[config.mk]
export PLATFORM = sky130hd
export DESIGN_NAME = matrix_mem
export DESIGN_NICKNAME = d
export VERILOG_FILES = /design/src/rtl/matrix_mem_pkg.sv /design/src/rtl/matrix_mem_init.sv /design/src/rtl/matrix_mem.sv
export SDC_FILE = /design/constraint.sdc
export NUM_CORES = 1
export LEC_CHECK = 0
export CAP_MARGIN = 20
export CELL_PAD_IN_SITES_DETAIL_PLACEMENT = 0
export CELL_PAD_IN_SITES_GLOBAL_PLACEMENT = 1
export CORE_MARGIN = 2
export CORE_UTILIZATION = 45
export CTS_BUF_LIST = sky130_fd_sc_hd__clkbuf_8
export DETAILED_ROUTE_END_ITERATION = 10
export PLACE_DENSITY = 0.82
export SLEW_MARGIN = 0
export SYNTH_ARGS = -nofsm -noshare
export SYNTH_HDL_FRONTEND = slang
export SYNTH_SLANG_ARGS = --single-unit
[constraint.sdc]
create_clock -name clk -period 2.5 [get_ports clk]
set_clock_uncertainty 0.05 [all_clocks]
set_input_delay 0.75 -clock clk [delete_from_list [all_inputs] [get_ports clk]]
set_output_delay 0.75 -clock clk [all_outputs]
set_load 0.02 [all_outputs]
[src/rtl/matrix_mem_pkg.sv]
// Shared definitions for the matrix operand store: default geometry,
// init pattern codes, init FSM states and the row-major index helper.
package matrix_pkg;

  localparam int DEF_ROWS  = 2;
  localparam int DEF_COLS  = 2;
  localparam int DEF_WIDTH = 8;
  localparam int DEF_SEED  = 5;

  // Init pattern codes; code 3 is reserved and fills like ZERO
  localparam logic [1:0] INIT_ZERO  = 2'd0;
  localparam logic [1:0] INIT_IDENT = 2'd1;
  localparam logic [1:0] INIT_SEED  = 2'd2;

  typedef enum logic {
    ST_IDLE,
    ST_FILL
  } init_state_t;

  // Row-major linear index of element (row, col)
  function automatic int lin_index(input int row, input int col, input int cols);
    return row * cols + col;
  endfunction

endpackage

[src/rtl/matrix_mem_init.sv]
// Init engine: walks every element in row-major order, one per cycle,
// producing the fill pattern. A ZERO pass is queued by reset and starts
// on the first clock after release; init_req starts a pass from IDLE.
module matrix_mem_init
  import matrix_pkg::*;
#(
  parameter int ROWS  = DEF_ROWS,
  parameter int COLS  = DEF_COLS,
  parameter int WIDTH = DEF_WIDTH,
  parameter int SEED  = DEF_SEED,
  parameter int RA_W  = (ROWS > 1) ? $clog2(ROWS) : 1,
  parameter int CA_W  = (COLS > 1) ? $clog2(COLS) : 1
) (
  input  logic             clk,
  input  logic             rst,
  input  logic             init_req,
  input  logic [1:0]       init_mode,
  output logic             busy,
  output logic             wr_ready,
  output logic             we,
  output logic [RA_W-1:0]  row,
  output logic [CA_W-1:0]  col,
  output logic [WIDTH-1:0] value
);

  init_state_t     state;
  logic            pending;
  logic [1:0]      mode_q;
  logic [RA_W-1:0] row_cnt;
  logic [CA_W-1:0] col_cnt;
  logic            last_elem;

  assign last_elem = (row_cnt == RA_W'(ROWS - 1)) && (col_cnt == CA_W'(COLS - 1));
  assign we        = (state == ST_FILL);
  assign row       = row_cnt;
  assign col       = col_cnt;

  // Fill sequencer: IDLE waits for the reset-queued pass or a request, FILL steps the element counters
  always_ff @(posedge clk or negedge rst) begin
    if (!rst) begin
      state    <= ST_IDLE;
      pending  <= 1'b1;
      mode_q   <= INIT_ZERO;
      row_cnt  <= '0;
      col_cnt  <= '0;
      busy     <= 1'b0;
      wr_ready <= 1'b0;
    end else begin
      case (state)
        ST_IDLE: begin
          if (pending || init_req) begin
            state    <= ST_FILL;
            mode_q   <= pending ? INIT_ZERO : init_mode;
            pending  <= 1'b0;
            row_cnt  <= '0;
            col_cnt  <= '0;
            busy     <= 1'b1;
            wr_ready <= 1'b0;
          end else begin
            busy     <= 1'b0;
            wr_ready <= 1'b1;
          end
        end
        ST_FILL: begin
          if (last_elem) begin
            state    <= ST_IDLE;
            busy     <= 1'b0;
            wr_ready <= 1'b1;
          end else if (col_cnt == CA_W'(COLS - 1)) begin
            col_cnt <= '0;
            row_cnt <= row_cnt + 1'b1;
          end else begin
            col_cnt <= col_cnt + 1'b1;
          end
        end
        default: state <= ST_IDLE;
      endcase
    end
  end

  // Pattern value for the element currently addressed by the counters
  always_comb begin
    value = '0;
    case (mode_q)
      INIT_IDENT: value = (int'(row_cnt) == int'(col_cnt)) ? WIDTH'(1) : '0;
      INIT_SEED:  value = WIDTH'(SEED + 2 * int'(row_cnt) + int'(col_cnt));
      default:    value = '0;
    endcase
  end

endmodule

[src/rtl/matrix_mem.sv]
// ROWS x COLS operand store for the matrix multiplier: one write port with
// valid/ready shared with the init engine, two independent registered
// read ports, and a sticky flag for out-of-range addresses.
module matrix_mem
  import matrix_pkg::*;
#(
  parameter int ROWS  = DEF_ROWS,
  parameter int COLS  = DEF_COLS,
  parameter int WIDTH = DEF_WIDTH,
  parameter int SEED  = DEF_SEED,
  parameter int RA_W  = (ROWS > 1) ? $clog2(ROWS) : 1,
  parameter int CA_W  = (COLS > 1) ? $clog2(COLS) : 1
) (
  input  logic             clk,
  input  logic             rst,
  input  logic             init_req,
  input  logic [1:0]       init_mode,
  output logic             busy,
  input  logic             wr_valid,
  output logic             wr_ready,
  input  logic [RA_W-1:0]  wr_row,
  input  logic [CA_W-1:0]  wr_col,
  input  logic [WIDTH-1:0] wr_data,
  input  logic             rd0_en,
  input  logic [RA_W-1:0]  rd0_row,
  input  logic [CA_W-1:0]  rd0_col,
  output logic [WIDTH-1:0] rd0_data,
  output logic             rd0_valid,
  input  logic             rd1_en,
  input  logic [RA_W-1:0]  rd1_row,
  input  logic [CA_W-1:0]  rd1_col,
  output logic [WIDTH-1:0] rd1_data,
  output logic             rd1_valid,
  output logic             addr_err
);

  localparam int DEPTH = ROWS * COLS;
  localparam int IDX_W = (DEPTH > 1) ? $clog2(DEPTH) : 1;

  logic [WIDTH-1:0] mem [DEPTH];

  logic             fill_we;
  logic [RA_W-1:0]  fill_row;
  logic [CA_W-1:0]  fill_col;
  logic [WIDTH-1:0] fill_value;
  logic [IDX_W-1:0] fill_idx, wr_idx, rd0_idx, rd1_idx;
  logic             wr_ok, rd0_ok, rd1_ok, wr_fire;

  matrix_mem_init #(
    .ROWS  (ROWS),
    .COLS  (COLS),
    .WIDTH (WIDTH),
    .SEED  (SEED),
    .RA_W  (RA_W),
    .CA_W  (CA_W)
  ) u_init (
    .clk       (clk),
    .rst       (rst),
    .init_req  (init_req),
    .init_mode (init_mode),
    .busy      (busy),
    .wr_ready  (wr_ready),
    .we        (fill_we),
    .row       (fill_row),
    .col       (fill_col),
    .value     (fill_value)
  );

  assign fill_idx = IDX_W'(lin_index(int'(fill_row), int'(fill_col), COLS));
  assign wr_idx   = IDX_W'(lin_index(int'(wr_row), int'(wr_col), COLS));
  assign rd0_idx  = IDX_W'(lin_index(int'(rd0_row), int'(rd0_col), COLS));
  assign rd1_idx  = IDX_W'(lin_index(int'(rd1_row), int'(rd1_col), COLS));

  assign wr_ok   = (int'(wr_row) < ROWS) && (int'(wr_col) < COLS);
  assign rd0_ok  = (int'(rd0_row) < ROWS) && (int'(rd0_col) < COLS);
  assign rd1_ok  = (int'(rd1_row) < ROWS) && (int'(rd1_col) < COLS);
  assign wr_fire = wr_valid && wr_ready;

  // Array write: init engine owns the port during FILL, external writes only when accepted and in range
  always_ff @(posedge clk) begin
    if (fill_we) begin
      mem[fill_idx] <= fill_value;
    end else if (wr_fire && wr_ok) begin
      mem[wr_idx] <= wr_data;
    end
  end

  // Registered reads (old data on a same-cycle write) and the sticky address error flag
  always_ff @(posedge clk or negedge rst) begin
    if (!rst) begin
      rd0_data  <= '0;
      rd0_valid <= 1'b0;
      rd1_data  <= '0;
      rd1_valid <= 1'b0;
      addr_err  <= 1'b0;
    end else begin
      rd0_valid <= rd0_en;
      rd1_valid <= rd1_en;
      if (rd0_en) begin
        rd0_data <= rd0_ok ? mem[rd0_idx] : '0;
      end
      if (rd1_en) begin
        rd1_data <= rd1_ok ? mem[rd1_idx] : '0;
      end
      if ((wr_fire && !wr_ok) || (rd0_en && !rd0_ok) || (rd1_en && !rd1_ok)) begin
        addr_err <= 1'b1;
      end
    end
  end

endmodule

==> results.json <==
{
  "antenna_found_initial": 0,
  "slowest_stage": "clkdlybuf4s50_1",
  "dr_total_vias": 1695,
  "syn_inst": 201,
  "finalHoldViolCount": 0,
  "numPortBuffers": 41,
  "io-pin-count": 43,
  "synth_fp_nets": 226,
  "min_delay_worst_endpoint": "u_init.busy$_DFFE_PN0P_",
  "hpwlAfterDp_um": 3680,
  "whs_ps": 471,
  "final_cell_mix": "41 x clkdlybuf4s50_1, 32 x edfxtp_1, 25 x dfrtp_1",
  "syn-cell-area_um2": 2660,
  "place_inst": 315,
  "drive_above_1_share_pct": 15.8,
  "synth-seq-area-share_pct": 60.7,
  "cts_buffer_depth": 2,
  "finalCriticalPeriod_ps": 2150,
  "cts_setup_buffers": 0,
  "grt.total_usage_pct": 17.4,
  "antenna_left": 0,
  "gp_congestion": 0.808,
  "power_switching_mw": 1.13,
  "n_antenna_cell": 0,
  "cts.sinks": 58,
  "post-route-util_pct": 59.6,
  "setup_violations": 0,
  "postCtsHoldBufs": 0,
  "clock_latency_ps": 330,
  "wl_per_cell_um": 15.5,
  "peakVddDrop_v": 0.000595,
  "p_seq_share_pct": 45.6,
  "numCtsBuffers": 9,
  "arrival_ps": 1350,
  "critPathBufInv": 1,
  "reg2reg_depth": 3,
  "cap_violations": 0,
  "gr-usage-met3_pct": 5.00,
  "cp-end-kind": "primary output",
  "cts_tree": "yes",
  "grt_pass1_vias": 1713,
  "yosysWarnings": 0,
  "dr.pass1.iters": 6,
  "synthDistinctLibCells": 33,
  "r2r-start": "u_init.we$_DFF_PN0_",
  "ctsResizeCount": 0,
  "area_growth_pct": 25.9,
  "stdcell_count": 331,
  "grt_use_met1_pct": 21.7,
  "core_um2": 5610,
  "r2r_slack_ps": 880,
  "row_count": 27,
  "ys_ff_latch": 58,
  "overflow": 0,
  "routed_via_density": 5.12,
  "drcViolationCount": 0,
  "p_comb_share_pct": 32.3,
  "clockRootBuffer": "clkbuf_8",
  "clkPwrFrac_pct": 22.0,
  "finalCritPeriodShare_pct": 86.0,
  "worstMarginPinSlew_ps": 668,
  "finalMaxSlewViolations": 0,
  "slew_headroom_pct": 55.4,
  "setup-tns-final_ps": 0,
  "p_per_area_nw_per_um2": 1070,
  "rsz0062_at_grt": "no",
  "cp_top_family": "buffers and inverters",
  "grt_start_max_net_pins": 27,
  "layout_commonest_cell": "clkdlybuf4s50_1",
  "design_area_um2": 3340,
  "chipHeight_um": 80.8,
  "status": "finished, final reports clean",
  "cts_htree_levels": 3,
  "worst_slack_ps": 351,
  "path_cells": "clkdlybuf4s50_1",
  "yosysTopAreaCell": "edfxtp_1",
  "clkTransAtPathRegs_ps": 60,
  "criticalPathCategory": "reg2out",
  "reg2reg_to": "mem[1][0]$_DFFE_PP_",
  "startpoint_type": "flop",
  "p_int_mw": 2.45,
  "yosys-top-cells-area": "edfxtp_1 36%, dfrtp_1 24%, mux2i_1 6.4%, mux2_2 5.1%, nor2b_1 3.8%",
  "start_util_pct": 47.3,
  "busiest_layer": "met2",
  "crit_fanout": 4,
  "fin_nets": 279,
  "critical_path_required_ps": 1700,
  "place_area_um2": 3160,
  "first_iter_violations": 89,
  "power.total_mw": 3.58,
  "met2_usage_pct": 28.2,
  "netlist.area_leader.share_pct": 36.2,
  "total_leakage_power_nw": 1.36,
  "dieWidth_um": 80.8,
  "dieArea_um2": 6530,
  "place_ws_ps": 203,
  "max_stage_delay_ps": 620,
  "worstHoldPathCells": 2,
  "fmax_mhz": 465,
  "hold_path_class": "reg2reg",
  "avgSynthCellArea_um2": 13.2,
  "grt_pass1_wl_um": 8310,
  "swShare_pct": 31.6,
  "wl_um": 5110,
  "holdCritStartpoint": "u_init.busy$_DFFE_PN0P_"
}
-- area by class of cell --
cell class / instances / area (um^2)
Clock inverter: 7 / 55.1
Multi-Input combinational cell: 127 / 923
Timing Repair Buffer: 51 / 510
Fill cell: 484 / 2270
Tap cell: 72 / 90.1
Inverter: 7 / 26.3
Sequential cell: 58 / 1610
Clock buffer: 9 / 124
-- per-layer routing --
metal | wire length, um | share of wire (%)
met1 | 2340 | 46
met3 | 259 | 5.1
met2 | 2420 | 47
met5 | 0 | 0
met4 | 94 | 1.8
-- synth_stat cells --
| cell type | count |
|---|---|
| nor3_1 | 1 |
| mux2_4 | 4 |
| o32ai_1 | 2 |
| a21oi_1 | 16 |
| a22o_1 | 2 |
| nand3_1 | 1 |
| nor3b_1 | 2 |
| and3b_1 | 1 |
| nand2b_1 | 1 |
| buf_4 | 2 |
| a22oi_1 | 1 |
| nand3b_1 | 1 |
| mux2_2 | 12 |
| and2_1 | 5 |
| buf_6 | 2 |
| a21oi_2 | 2 |
| ha_1 | 3 |
| buf_2 | 3 |
| edfxtp_1 | 32 |
| conb_1 | 1 |
| mux2i_1 | 17 |
| o31ai_1 | 2 |
| o22ai_1 | 3 |
| inv_1 | 7 |
| o31a_1 | 1 |
| nand2_1 | 12 |
| dfstp_2 | 1 |
| nor2b_1 | 16 |
| buf_12 | 2 |
| o21ai_1 | 4 |
| o21ai_0 | 15 |
| dfrtp_1 | 25 |
| and2b_1 | 2 |
-- power groups by stage --
stage / Combinational (mW) / Sequential, mW / Clock [mW]
final: 1.16 / 1.64 / 0.789
after global routing: 1.26 / 1.68 / 0.836
after CTS: 1.17 / 1.64 / 0.806
after detailed placement: 1.16 / 1.65 / 0
after global placement: 1.14 / 1.64 / 0
after floorplan: 0.627 / 1.71 / 0
-- state kept, by name (all words and copies together), names as in the netlist --
name and count:
rd0_data 8, rd1_valid 1, u_init.col 1, u_init.wr_ready 1, u_init.pending 1, u_init.row 1, u_init.busy 1, rd1_data 8
mem 32, u_init.mode_q 2, u_init.we 1, rd0_valid 1
-- how the worst max path moves through the flow --
stage,from,end,slack [ps],cells past startpoint
global route,u_init.wr_ready$_DFFE_PN0P_,wr_ready,310,1
detailed placement,wr_valid,mem[0][0]$_DFFE_PP_,200,4
floorplan,wr_valid,mem[0][0]$_DFFE_PP_,490,2
finish,u_init.wr_ready$_DFFE_PN0P_,wr_ready,350,1
CTS,u_init.wr_ready$_DFFE_PN0P_,wr_ready,330,1
global placement,wr_valid,mem[3][0]$_DFFE_PP_,290,4
-- cell families after synthesis --
family / share of synthesized area (%)
other: 0.141
AOI/OAI and AO/OA: 10.5
and+or+nand+nor: 9.00
muxes: 13.8
adders and majority gates: 1.41
DFF: 60.7
buffers and inverters: 4.48
Note: power is estimated with default switching activity, not from simulation.
